===== config.mk =====
export PLATFORM = sky130hd
export DESIGN_NAME = agp32_accel_unit
export DESIGN_NICKNAME = d
export VERILOG_FILES = /design/src/rtl/agp32_accel_unit.sv
export SDC_FILE = /design/constraint.sdc
export NUM_CORES = 1
export LEC_CHECK = 0
export BUFFER_PORTS_ARGS = -buffer_cell sky130_fd_sc_hd__buf_2
export CAP_MARGIN = 20
export CELL_PAD_IN_SITES_DETAIL_PLACEMENT = 0
export CELL_PAD_IN_SITES_GLOBAL_PLACEMENT = 2
export CORE_MARGIN = 2
export CORE_UTILIZATION = 46
export CTS_CLUSTER_DIAMETER = 100
export DETAILED_ROUTE_END_ITERATION = 6
export PLACE_DENSITY_LB_ADDON = 0.2
export SYNTH_ARGS = -nofsm -noshare
export SYNTH_HDL_FRONTEND = slang
export SYNTH_SLANG_ARGS = --single-unit
export TNS_END_PERCENT = 50

===== constraint.sdc =====
create_clock -name clk -period 10.6 [get_ports clk]
set_input_delay 2.12 -clock clk [delete_from_list [all_inputs] [get_ports clk]]
set_output_delay 2.12 -clock clk [all_outputs]
set_load 0.02 [all_outputs]

===== src/rtl/agp32_accel_unit.sv =====
// agp32_accel_unit: queued multi-mode accelerator for the agp32 pipeline.
// Arguments (operand + 2-bit mode) enter a DEPTH-entry FIFO, are processed in
// order by a LATENCY-cycle engine and returned over a valid/ready handshake.
// Optional feature macro: ACCEL_FLUSH_EN adds a synchronous flush input.
module agp32_accel_unit #(
  parameter int DATA_W  = 32,
  parameter int DEPTH   = 4,
  parameter int LATENCY = 2
) (
  input  logic                       clk,
  input  logic                       rst_n,
  input  logic                       arg_valid,
  output logic                       arg_ready,
  input  logic [DATA_W-1:0]          arg_data,
  input  logic [1:0]                 arg_mode,
  output logic                       res_valid,
  input  logic                       res_ready,
  output logic [DATA_W-1:0]          res_data,
`ifdef ACCEL_FLUSH_EN
  input  logic                       flush,
`endif
  output logic                       busy,
  output logic [$clog2(DEPTH+1)-1:0] count
);

  localparam int AW   = $clog2(DEPTH);
  localparam int CNTW = $clog2(DEPTH+1);
  localparam int CW   = (LATENCY > 1) ? $clog2(LATENCY) : 1;
  localparam int HW   = DATA_W / 2;

  typedef enum logic [1:0] {S_IDLE, S_COMPUTE, S_DONE} state_t;

  logic              flush_w;
`ifdef ACCEL_FLUSH_EN
  assign flush_w = flush;
`else
  assign flush_w = 1'b0;
`endif

  // Each FIFO entry carries {mode, operand}
  logic [DATA_W+1:0] mem_q [DEPTH];
  logic [AW-1:0]     wr_ptr_q, rd_ptr_q;
  logic [CNTW-1:0]   count_q;
  logic [DATA_W-1:0] op_q, res_data_q, result_w;
  logic [1:0]        mode_q;
  logic [CW-1:0]     cnt_q, cnt_d;
  logic              res_valid_q;
  state_t            state_q, state_d;
  logic              push_w, pop_w, finish_w;

  assign arg_ready = (count_q != CNTW'(DEPTH));
  assign push_w    = arg_valid && arg_ready && !flush_w;
  assign res_valid = res_valid_q;
  assign res_data  = res_data_q;
  assign count     = count_q;
  assign busy      = (count_q != '0) || (state_q != S_IDLE);

  // Operation select on the latched operand
  always_comb begin
    logic [HW-1:0] hi, lo;
    hi       = op_q[DATA_W-1:HW];
    lo       = op_q[HW-1:0];
    result_w = '0;
    case (mode_q)
      2'd0: result_w = {{(DATA_W-HW){1'b0}}, hi + lo};
      2'd1: result_w = DATA_W'(hi) * DATA_W'(lo);
      2'd2: for (int i = 0; i < DATA_W; i++) result_w = result_w + DATA_W'(op_q[i]);
      default: for (int i = 0; i < DATA_W/8; i++)
        result_w[8*i +: 8] = op_q[DATA_W-8-8*i +: 8];
    endcase
  end

  // Engine next-state: pops the FIFO in IDLE or on a consumed result in DONE
  always_comb begin
    state_d  = state_q;
    cnt_d    = cnt_q;
    pop_w    = 1'b0;
    finish_w = 1'b0;
    case (state_q)
      S_IDLE: if (count_q != '0) begin
        pop_w   = 1'b1;
        cnt_d   = CW'(LATENCY-1);
        state_d = S_COMPUTE;
      end
      S_COMPUTE: if (cnt_q == '0) begin
        finish_w = 1'b1;
        state_d  = S_DONE;
      end else begin
        cnt_d = cnt_q - 1'b1;
      end
      S_DONE: if (res_ready) begin
        if (count_q != '0) begin
          pop_w   = 1'b1;
          cnt_d   = CW'(LATENCY-1);
          state_d = S_COMPUTE;
        end else begin
          state_d = S_IDLE;
        end
      end
      default: state_d = S_IDLE;
    endcase
    // Flush overrides every other event
    if (flush_w) begin
      state_d  = S_IDLE;
      pop_w    = 1'b0;
      finish_w = 1'b0;
    end
  end

  // Engine state register
  always_ff @(posedge clk or negedge rst_n) begin
    if (!rst_n) begin
      state_q <= S_IDLE;
      cnt_q   <= '0;
    end else begin
      state_q <= state_d;
      cnt_q   <= cnt_d;
    end
  end

  // FIFO storage; contents need no reset since count gates every read
  always_ff @(posedge clk) begin
    if (push_w) mem_q[wr_ptr_q] <= {arg_mode, arg_data};
  end

  // FIFO pointers/occupancy, operand latch and result register
  always_ff @(posedge clk or negedge rst_n) begin
    if (!rst_n) begin
      wr_ptr_q    <= '0;
      rd_ptr_q    <= '0;
      count_q     <= '0;
      op_q        <= '0;
      mode_q      <= '0;
      res_valid_q <= 1'b0;
      res_data_q  <= '0;
    end else if (flush_w) begin
      wr_ptr_q    <= '0;
      rd_ptr_q    <= '0;
      count_q     <= '0;
      res_valid_q <= 1'b0;
    end else begin
      if (push_w) wr_ptr_q <= wr_ptr_q + 1'b1;
      if (pop_w) begin
        rd_ptr_q <= rd_ptr_q + 1'b1;
        {mode_q, op_q} <= mem_q[rd_ptr_q];
      end
      count_q <= count_q + CNTW'(push_w) - CNTW'(pop_w);
      if (finish_w) begin
        res_valid_q <= 1'b1;
        res_data_q  <= result_w;
      end else if (state_q == S_DONE && res_ready) begin
        res_valid_q <= 1'b0;
      end
    end
  end

endmodule

After elaboration in Yosys (flattened, before gate mapping):

Memories as Yosys holds them, arrays and structs flattened. A register that Yosys moved wholly into a read port is not among the register bits.
Index checks and enable logic that the tools add are counted.

* output and inout bits: 38
* bits in read-only memories: 0
* memories: 1
* latch bits: 0
* bits in registers: 43
* bits in writable memories: 136

* $lt $le $gt $ge: 0
* div/mod/pow operators: 0
* reductions and logical operators: 12
* shift-type cells: 0
* equality and inequality tests: 8
* bitwise gates (word level): 0
* add/sub/neg operators: 37
* multiply operators: 1
* multiplexer cells: 19

Memories
* mem_q: words 4, width 34, rd ports 1, clocked after memory_dff 1, write ports 1, line 41 `logic [DATA_W+1:0] mem_q [DEPTH];`

Operators by type and width (count)
* $pmux 32 s3: 1
* $add 31x1->32: 1
* $mul 16x16->32: 1
* $add 30x1->31: 1
* $add 29x1->30: 1
* $add 28x1->29: 1
* $add 27x1->28: 1
* $add 26x1->27: 1
* $add 25x1->26: 1
* $add 24x1->25: 1
* $add 23x1->24: 1
* $add 22x1->23: 1
* $add 21x1->22: 1
* $add 20x1->21: 1
* $add 19x1->20: 1
* $add 18x1->19: 1
* $add 17x1->18: 1
* $add 16x1->17: 1
* $add 15x1->16: 1
* $add 16x16->16: 1
* $add 14x1->15: 1
* $add 13x1->14: 1
* $add 12x1->13: 1
* $add 11x1->12: 1
* other kinds (31): 53

Depth between registers and ports, before layout:

Gate-level depths: netlist of the first run.

* word-level depth: 32
* mapped depth: 24
* gate-level depth less buffers: 22

Least setup slack after synthesis of the first run:

Ideal clock, no wire load.

* path type: flip-flop to flip-flop
* start point: register op_q[1], read port of mem_q
* end point: register res_data_q[28], in the netlist res_data[28]
* arrival time: 5815 ps
* clock period less this slack: 5946 ps
* slack: 4654 ps
* required time: 10469 ps
* cell stages (with the launch flop): 21
* cell sequence: dfrtp_1 > clkbuf_1 > nand2_1 > fa_1 > fa_1 > fa_1 > inv_1 > fa_1 > fa_1 > inv_1 > fa_1 > inv_1 > ha_1 > a211oi_2 > nor2_1 > or4_1 > a31oi_1 > o211ai_1 > o221ai_2 > xor2_1 > o21ai_1

* longest elaborated chain between the ends: 32
* elaborated cells on any way between the ends: 33

RTL lines
* from (decl): line 44 `logic [DATA_W-1:0] op_q, res_data_q, result_w;`
* $add 1x1->2: line 67 `2'd2: for (int i = 0; i < DATA_W; i++) result_w = result_w + DATA_W'(op_q[i]);`
* $add 2x1->3: line 67
* $add 3x1->4: line 67
* $add 4x1->5: line 67
* $add 5x1->6: line 67
* $add 6x1->7: line 67
* $add 7x1->8: line 67
* $add 8x1->9: line 67
* [... 16 more ...]
* $add 25x1->26: line 67
* $add 26x1->27: line 67
* $add 27x1->28: line 67
* $add 28x1->29: line 67
* $add 29x1->30: line 67
* $add 30x1->31: line 67
* $add 31x1->32: line 67
* $pmux 32 s3 (*): line 64 `case (mode_q)`
* to (signal assigned): line 150 `res_data_q <= result_w;`
* to (decl): line 44

Every way passes the cells marked *; elsewhere a longest branch is shown, timed or not.
A chain may end at the register's enable or synchronous reset.

Worst setup path after layout of the first run:

* start point: register op_q[4], read port of mem_q
* end point: register res_data_q[17], in the netlist res_data[17]

* longest elaborated chain between the ends: 29
* elaborated cells on any way between the ends: 30

RTL lines (line)
* $add 4x1->5: 67
* $add 5x1->6: 67
* $add 6x1->7: 67
* $add 7x1->8: 67
* $add 8x1->9: 67
* $add 9x1->10: 67
* $add 10x1->11: 67
* $add 11x1->12: 67
* [... 13 more ...]
* $add 25x1->26: 67
* $add 26x1->27: 67
* $add 27x1->28: 67
* $add 28x1->29: 67
* $add 29x1->30: 67
* $add 30x1->31: 67
* $add 31x1->32: 67
* $pmux 32 s3 (*): 64

Marks and branches as above.

==> results.md, run 1 <==
* Die width at ~200 µm
* Cts hold-fix bufs at 0
* Post-route antenna net violation count at 0
* Die area at 41300 µm²
* Mux share of post-synthesis cell area at 5.85%
* Arrival @ worst endpoint at 7550 ps
* Placeable Area at 39500 µm²
* CTS sink cnt at 213
* Sequential share of the synthesized area at around a third
* Initial antenna violation count at 2
* Post-Syn Area per Cell at 11.0 µm²
* Number of synthesized flops with an enable pin at 136
* Global-route wire length before repair at ~78000 µm
* Hold Path Class: reg -> reg
* FP Rows at 73
* Setup bufs post-CTS at 0
* Slew @ Worst Pin at between 1000 and 1500 ps
* 1st-iter DRT viols at around 780
* Complex-gate fraction of the synthesized area at 7.63%
* Hold Violations, Final at 0
* Maximum clock path buffer count at 3
* Post-synth top area share at 24.1%
* Critical Path Start Type: register
* CTS Buf Count at 23
* CTS HTree Levels at 1
* Post-Synth XOR/XNOR Area at 2.16%
* Final setup vio count at 0
* Dpl cells at 2224
* Pins Over Slew Limit at 0
* Ys flop type: edfxtp_1
* Area grow syn2layout at 9.55%
* Non-Filler Instances at 2268
* HPWL Detailed at 37800 µm
* Critical Path RT at 11000 ps
* Worst-skew pair later-pin latency at roughly 540 ps
* Fraction of layout cells with a size suffix above 1 at 12.7%
* Synthesized flop and latch total at roughly 210
* CP Cell Sequence: clkinv_1, nor2_1, fa_1, inv_1, fa_1, fa_1, inv_1, fa_1, fa_1, inv_1, fa_1, inv_1, ha_1, a21oi_1, o21a_1, o21ai_0, a31oi_1, o21ai_0, xor2_1, a221oi_1, nor2_1
* Max Freq at around 0.14 GHz
* Placer Congestion at 0.893
* Crit-path slowest cell: dfrtp_1
* Max-cap violations at 0
* CTS resizes at 0
* # DRC at 0
* Crit path capture type: register
* Post-Syn Area at 18300 µm²
* Yosys warnings at 0
* Post-synth ARST share at 36.2%
* Worst path most repeated cell: fa_1
* Placed Area at between 15000 and 20000 µm²
* Synth Net Count at ~2100
* Vias in the first global route at 13400
* Min Clock Period, post-route at 7150 ps
* Worst-path clk slew at ~60 ps
* Overflow after GRT at 0
* Die Ht at 203 µm
* Adder-Cell Fraction of Synth Area at 33.2%
* I/O Pins at between 70 and 80
* Post-synthesis simple-gate area fraction at 10.9%
* Port bufs at 75
* Final Skew at 14.3 ps
* Cell variety after synth at 70
* Setup CP Type: reg -> reg
* Total Nets Final at 2115
* Fin Setup TNS at 0 ps
* Tcrit/Tclk final at slightly below 70%
* First-pass iteration count of the detailed router at 5
* Status: finished, final reports clean
* Gr usage total at approximately a quarter
* DR vias at about 12000
* Largest net degree at the start of global routing at 54
* Design Area, Final at 20000 µm²
* Vias/cell at 5.42
* Delay of the slowest critical-path stage at 790 ps
* Worst Path Max Fanout at 12
* Initial Utilization at 46.3%
* RSZ-0062 raised after global routing: no
* Clock root cell: clkbuf_16
* Hold_ws at 474 ps
* Routed Wire Length at 49900 µm
* Post-Synthesis Cells at 1668
* Leading post-synthesis cells by cell area: fa_1, edfxtp_1, dfrtp_1
* Filler instances at 3663
* Largest family of logic cells by synthesized area: adder cells
* Relative slew slack at ~29%
* Drt wl/cell at approximately 22 µm
* CTS tree: yes
* Cell type with the largest total area after synthesis: fa_1
-- state kept, by name, summed over array words and instances (netlist names) --
signal / cells
count: 3
mem_q: 136
res_data: 32
rd_ptr_q: 2
mode_q: 2
cnt_q: 1
op_q: 32
state_q: 2
res_valid: 1
wr_ptr_q: 2
-- Yosys cell counts, types with 13 or more instances --
| cell | instances |
|---|---|
| inv_1 | 281 |
| fa_1 | 220 |
| nand2_1 | 208 |
| edfxtp_1 | 136 |
| ha_1 | 133 |
| and2_1 | 94 |
| dfrtp_1 | 77 |
| a21oi_1 | 61 |
| clkbuf_1 | 61 |
| nor2_1 | 61 |
| o21ai_0 | 59 |
| mux4_2 | 37 |
| xnor2_1 | 28 |
| mux2_2 | 21 |
| xor2_1 | 17 |
| a21o_1 | 15 |
| and3_1 | 13 |
-- worst max-delay path, delay by kind of cell (launching register included) --
kind	cells	cell delay, ps
buffers and inverters	5	890
adders and majority gates	7	3260
AOI/OAI and AO/OA	6	1450
DFF	1	790
xor gates and xnor gates	1	200
and+or+nand+nor	2	410
-- cells in the final DEF (no fill, tap or decap), drive strengths merged, types with 4 or more instances in the layout --
master	n
o211ai	6
dfrtp	77
nand2b	7
a21o	15
nor3	9
nor2	61
a211oi	9
ha	133
inv	287
o21ai	66
clkbuf	29
clkinv	8
nand3	11
mux2	21
nand4	6
a221oi	4
mux4	37
a21oi	64
edfxtp	136
o22ai	8
nor2b	7
nand2	208
and2	94
xnor2	28
buf	102
fa	220
and3	14
xor2	17
o21a	5
a31oi	6
-- worst paths after layout --
kind	start	endpoint	slack [ps]	depth (start not counted)
max	op_q[4]	res_data[17]	3450	21
min	res_data[2]	res_data[2]	470	2
max reg2reg	op_q[4]	res_data[17]	3450	21
min reg2reg	res_data[2]	res_data[2]	470	2
max in group asynchronous	rst_n	rd_ptr_q[0]	7910	2
min in group asynchronous	rst_n	state_q[1]	1500	1
-- per-stage QoR --
step	utilization, %	setup WS, ps
floorplan	-	4650
global placement	48.8	3580
detailed placement	48.8	3620
CTS	50.7	3550
global route	50.7	3120
finish	50.7	3450
-- layout make-up --
type                       instances  area (µm²)  share of cell area [%]
antenna                            2        5.00                  0.0250
multi-input combinational       1099       10900                    54.6
timing repair buffer             102         581                    2.90
clock buffer                      29         618                    3.09
clock inverter                    13         150                   0.750
inverter                         285        1070                    5.34
sequential                       213        6010                    30.0
tap                              525         657                    3.28
-- layer usage --
metal | up-vias | GRT usage (%) | part of all wire [%]
met2 | 339 | 42.8 | 48
met5 | - | 1.31 | 0.14
met4 | 2 | 8.94 | 3.8
met3 | 85 | 3.91 | 5.3
li1 | 5584 | - | -
met1 | 6291 | 33.4 | 42
-- kinds of logic after synthesis --
family,count (synthesis)
AND/OR/NAND/NOR,427
buffers and inverters,356
adder cells (fa/ha/maj),353
AO/OA/AOI/OAI,216
flip-flops,213
multiplexers,58
XOR/XNOR,45
Power of run 1 is left out: the tool's default activity adds up to more than one toggle a clock period on the data nets, which glitch-free logic cannot reach.
==> run 2, diff against run 1 <==
Settings changed: ABC_AREA from default to 1, CORE_UTILIZATION 46 to 40.
Clock period 10.6 ns to 6.7 ns, I/O delays scaled along.
==> run 2 against run 1 <==
- cell count increased by 33%
- core utilization down 6.4 points
- highest routed layer is now met4
- first-iteration DRC count up 6.1%
- flip-flop and latch count stayed put
==> results.md, run 2 <==
* Status: finished, final reports clean (unchanged)
* Relative slew slack at 34.3% (was 28.7%)
* Pins Over Slew Limit at 0 (unchanged)
* HPWL Detailed at 45800 µm (was 37800 µm)
* Gr usage total at 24.1% (was 25.4%)
* DRT met1 WL at 26400 µm (was 21100 µm)
* Setup bufs post-CTS at 0 (unchanged)
* CP Cell Sequence: ha_1, fa_1, inv_1, fa_1, fa_1, inv_1, fa_1, fa_1, inv_1, fa_1, inv_1, ha_1, nand2_1, nand2_1, inv_1, nand2_1, inv_1, nand3_2, o21ai_0, nand2_1, nor2_1, nor2_1 (was clkinv_1, nor2_1, fa_1, inv_1, fa_1, fa_1, inv_1, fa_1, fa_1, inv_1, fa_1, inv_1, ha_1, a21oi_1, o21a_1, o21ai_0, a31oi_1, o21ai_0, xor2_1, a221oi_1, nor2_1)
* Ys flop type: edfxtp_1 (unchanged)
* Dpl cells at 2975 (was 2224)
* RSZ-0062 raised after global routing: no (unchanged)
* Largest family of logic cells by synthesized area: adder cells (unchanged)
* CTS Buf Count at 25 (was 23)
* Top cells by count, synth: nand2_1, inv_1, fa_1 (was inv_1, fa_1, nand2_1)
* Sequential share of the synthesized area at 30.7% (was 32.9%)
* Yosys warnings at 0 (unchanged)
* Total Nets Final at 2772 (was 2115)
* Ant. Diodes at 0 (was 2)
* # DRC at 0 (unchanged)
* Post-synth ARST share at 36.2% (unchanged)
* Cts hold-fix bufs at 0 (unchanged)
* Synth Net Count at 2721 (was 2059)
* Worst Path Max Fanout at 18 (was 12)
* Multi-input gate area at 11100 µm² (was 10900 µm²)
* Vias/cell at 4.92 (was 5.42)
* Cell variety after synth at 43 (was 70)
* Largest net degree at the start of global routing at 72 (was 54)
* Post-Syn Area at 19600 µm² (was 18300 µm²)
* CTS sink cnt at 213 (unchanged)
* Setup CP Type: reg -> reg (unchanged)
* Most frequent cells in the layout: nand2_1, inv_1, fa_1, edfxtp_1, ha_1 (was inv_1, fa_1, nand2_1, edfxtp_1, ha_1)
* Synthesized flop and latch total at 213 (unchanged)
* Slew @ Worst Pin at 985 ps (was 1070 ps)
* Cell type with the largest total area after synthesis: fa_1 (unchanged)
* Area grow syn2layout at 10.4% (was 9.55%)
* Vias in the first global route at 15300 (was 13400)
* Die area at 50700 µm² (was 41300 µm²)
* Global-route wire length before repair at 91500 µm (was 78500 µm)
* Count leader, synth: nand2_1 (was inv_1)
* Metal3 WL at 2710 µm (was 2620 µm)
* CTS HTree Levels at 1 (unchanged)
* Overflow after GRT at 0 (unchanged)
* Clock root cell: clkbuf_16 (unchanged)
* Crit-path slowest cell: dfrtp_1 (unchanged)
* Initial antenna violation count at 0 (was 2)
* Worst-skew pair later-pin latency at 570 ps (was 540 ps)
* Met2 WL at 28400 µm (was 24200 µm)
* Adder-Cell Fraction of Synth Area at 31.0% (was 33.2%)
* Placer Congestion at 0.891 (was 0.893)
* I/O Pins at 76 (unchanged)
* Setup WS post-layout at 523 ps (was 3450 ps)
* Final Skew at 16.0 ps (was 14.3 ps)
* Drt wl/cell at 19.7 µm (was 22.0 µm)
* Hold_ws at 474 ps (about the same)
* Filler instances at 4851 (was 3663)
* Leading cell type in the layout, fill and taps excluded: nand2_1 (was inv_1)
* Fraction of layout cells with a size suffix above 1 at 9.92% (was 12.7%)
* Critical Path RT at 7150 ps (was 11000 ps)
* Post-synthesis simple-gate area fraction at 18.8% (was 10.9%)
* Final setup vio count at 0 (unchanged)
* FP Rows at 81 (was 73)
* Fin Setup TNS at 0 ps (unchanged)
* Delay of the slowest critical-path stage at 910 ps (was 790 ps)
* Worst-path clk slew at 70 ps (was 60 ps)
* Largest register FFs at 136 (unchanged)
* Number of synthesized flops with an enable pin at 136 (unchanged)
* Post-Synth XOR/XNOR Area at 0.403% (was 2.16%)
* 1st-iter DRT viols at 822 (was 775)
* Post-route antenna net violation count at 0 (unchanged)
* First-pass iteration count of the detailed router at 5 (unchanged)
* CTS resizes at 0 (unchanged)
* Arrival @ worst endpoint at 6620 ps (was 7550 ps)
* Non-Filler Instances at 3021 (was 2268)
* CTS tree: yes (unchanged)
* DR top layer: met4 (was met5)
* Placeable Area at 48600 µm² (was 39500 µm²)
* Complex-gate fraction of the synthesized area at 6.65% (was 7.63%)
* Mux share of post-synthesis cell area at 0% (was 5.85%)
* Tcrit/Tclk final at 92.2% (was 67.5%)
* Initial Utilization at 40.2% (was 46.3%)
* Die width at 225 µm (was 203 µm)
* Leading post-synthesis cells by cell area: fa_1, edfxtp_1, nand2_1 (was fa_1, edfxtp_1, dfrtp_1)
* Largest register by flop count: mem_q (unchanged)
* Crit path capture type: register (unchanged)
* Post-synth top area share at 22.5% (was 24.1%)
* Post-Synthesis Cells at 2330 (was 1668)
* Post-Syn Area per Cell at 8.39 µm² (was 11.0 µm²)
* Routed Wire Length at 59400 µm (was 49900 µm)
* Max-cap violations at 0 (unchanged)
* Maximum clock path buffer count at 3 (unchanged)
* Register area at 6010 µm² (unchanged)
* DR vias at 14900 (was 12300)
* Hold Violations, Final at 0 (unchanged)
* Critical Path Start Type: register (unchanged)
* Hold Path Class: reg -> reg (unchanged)
* Port bufs at 75 (unchanged)
* Min Clock Period, post-route at 6180 ps (was 7150 ps)
* Max Freq at 0.162 GHz (was 0.140 GHz)
* Pre-CTS setup slack at 401 ps (was 3620 ps)
* Die Ht at 225 µm (was 203 µm)
run 2: kinds of logic after synthesis:
group                    count (synthesis)
buffers and inverters                  635
AO/OA/AOI/OAI                          233
flip-flops                             213
AND/OR/NAND/NOR                        887
XOR/XNOR                                 9
adder cells (fa/ha/maj)                353
run 2: final cells by class:
cell class | count | area share [%]
Inverter | 531 | 9.23
Sequential cell | 213 | 27.8
Clock inverter | 15 | 1.01
Timing Repair Buffer | 128 | 3.78
Clock buffer | 30 | 2.98
Tap cell | 622 | 3.60
Multi-Input combinational cell | 1482 | 51.6
run 2: routing by layer:
metal / vias up / GRT usage [%]
met5: - / 0
met4: 0 / 7.26
met3: 82 / 2.71
met2: 352 / 41.3
met1: 7264 / 32.2
li1: 7156 / -
run 2: final timing paths:
| kind | depth (start not counted) | end | startpoint | slack, ps |
|---|---|---|---|---|
| worst max-delay path | 22 | res_data[13] | op_q[6] | 520 |
| worst min-delay path | 2 | res_data[5] | res_data[5] | 470 |
| worst max register to register | 22 | res_data[13] | op_q[6] | 520 |
| worst min register to register | 2 | res_data[5] | res_data[5] | 470 |
| max in group asynchronous | 2 | rd_ptr_q[0] | rst_n | 4930 |
| min in group asynchronous | 1 | state_q[0] | rst_n | 770 |
run 2: per-stage QoR:
| step | instance area (µm²) | utilization (%) |
|---|---|---|
| after global routing | 21600 | 44.4 |
| after detailed placement | 20700 | 42.6 |
| after CTS | 21600 | 44.3 |
| after floorplan | 19600 | - |
| final | 21600 | 44.4 |
| after global placement | 20700 | 42.5 |
run 2: critical path: cells and delay by family, from the launching register on:
kind	cells	cell delay (ps)
adders and majority gates	8	3700
DFF	1	910
and+or+nand+nor	7	810
buffers and inverters	6	400
AOI/OAI and AO/OA	1	200
Power of run 2 is left out for the same reason.
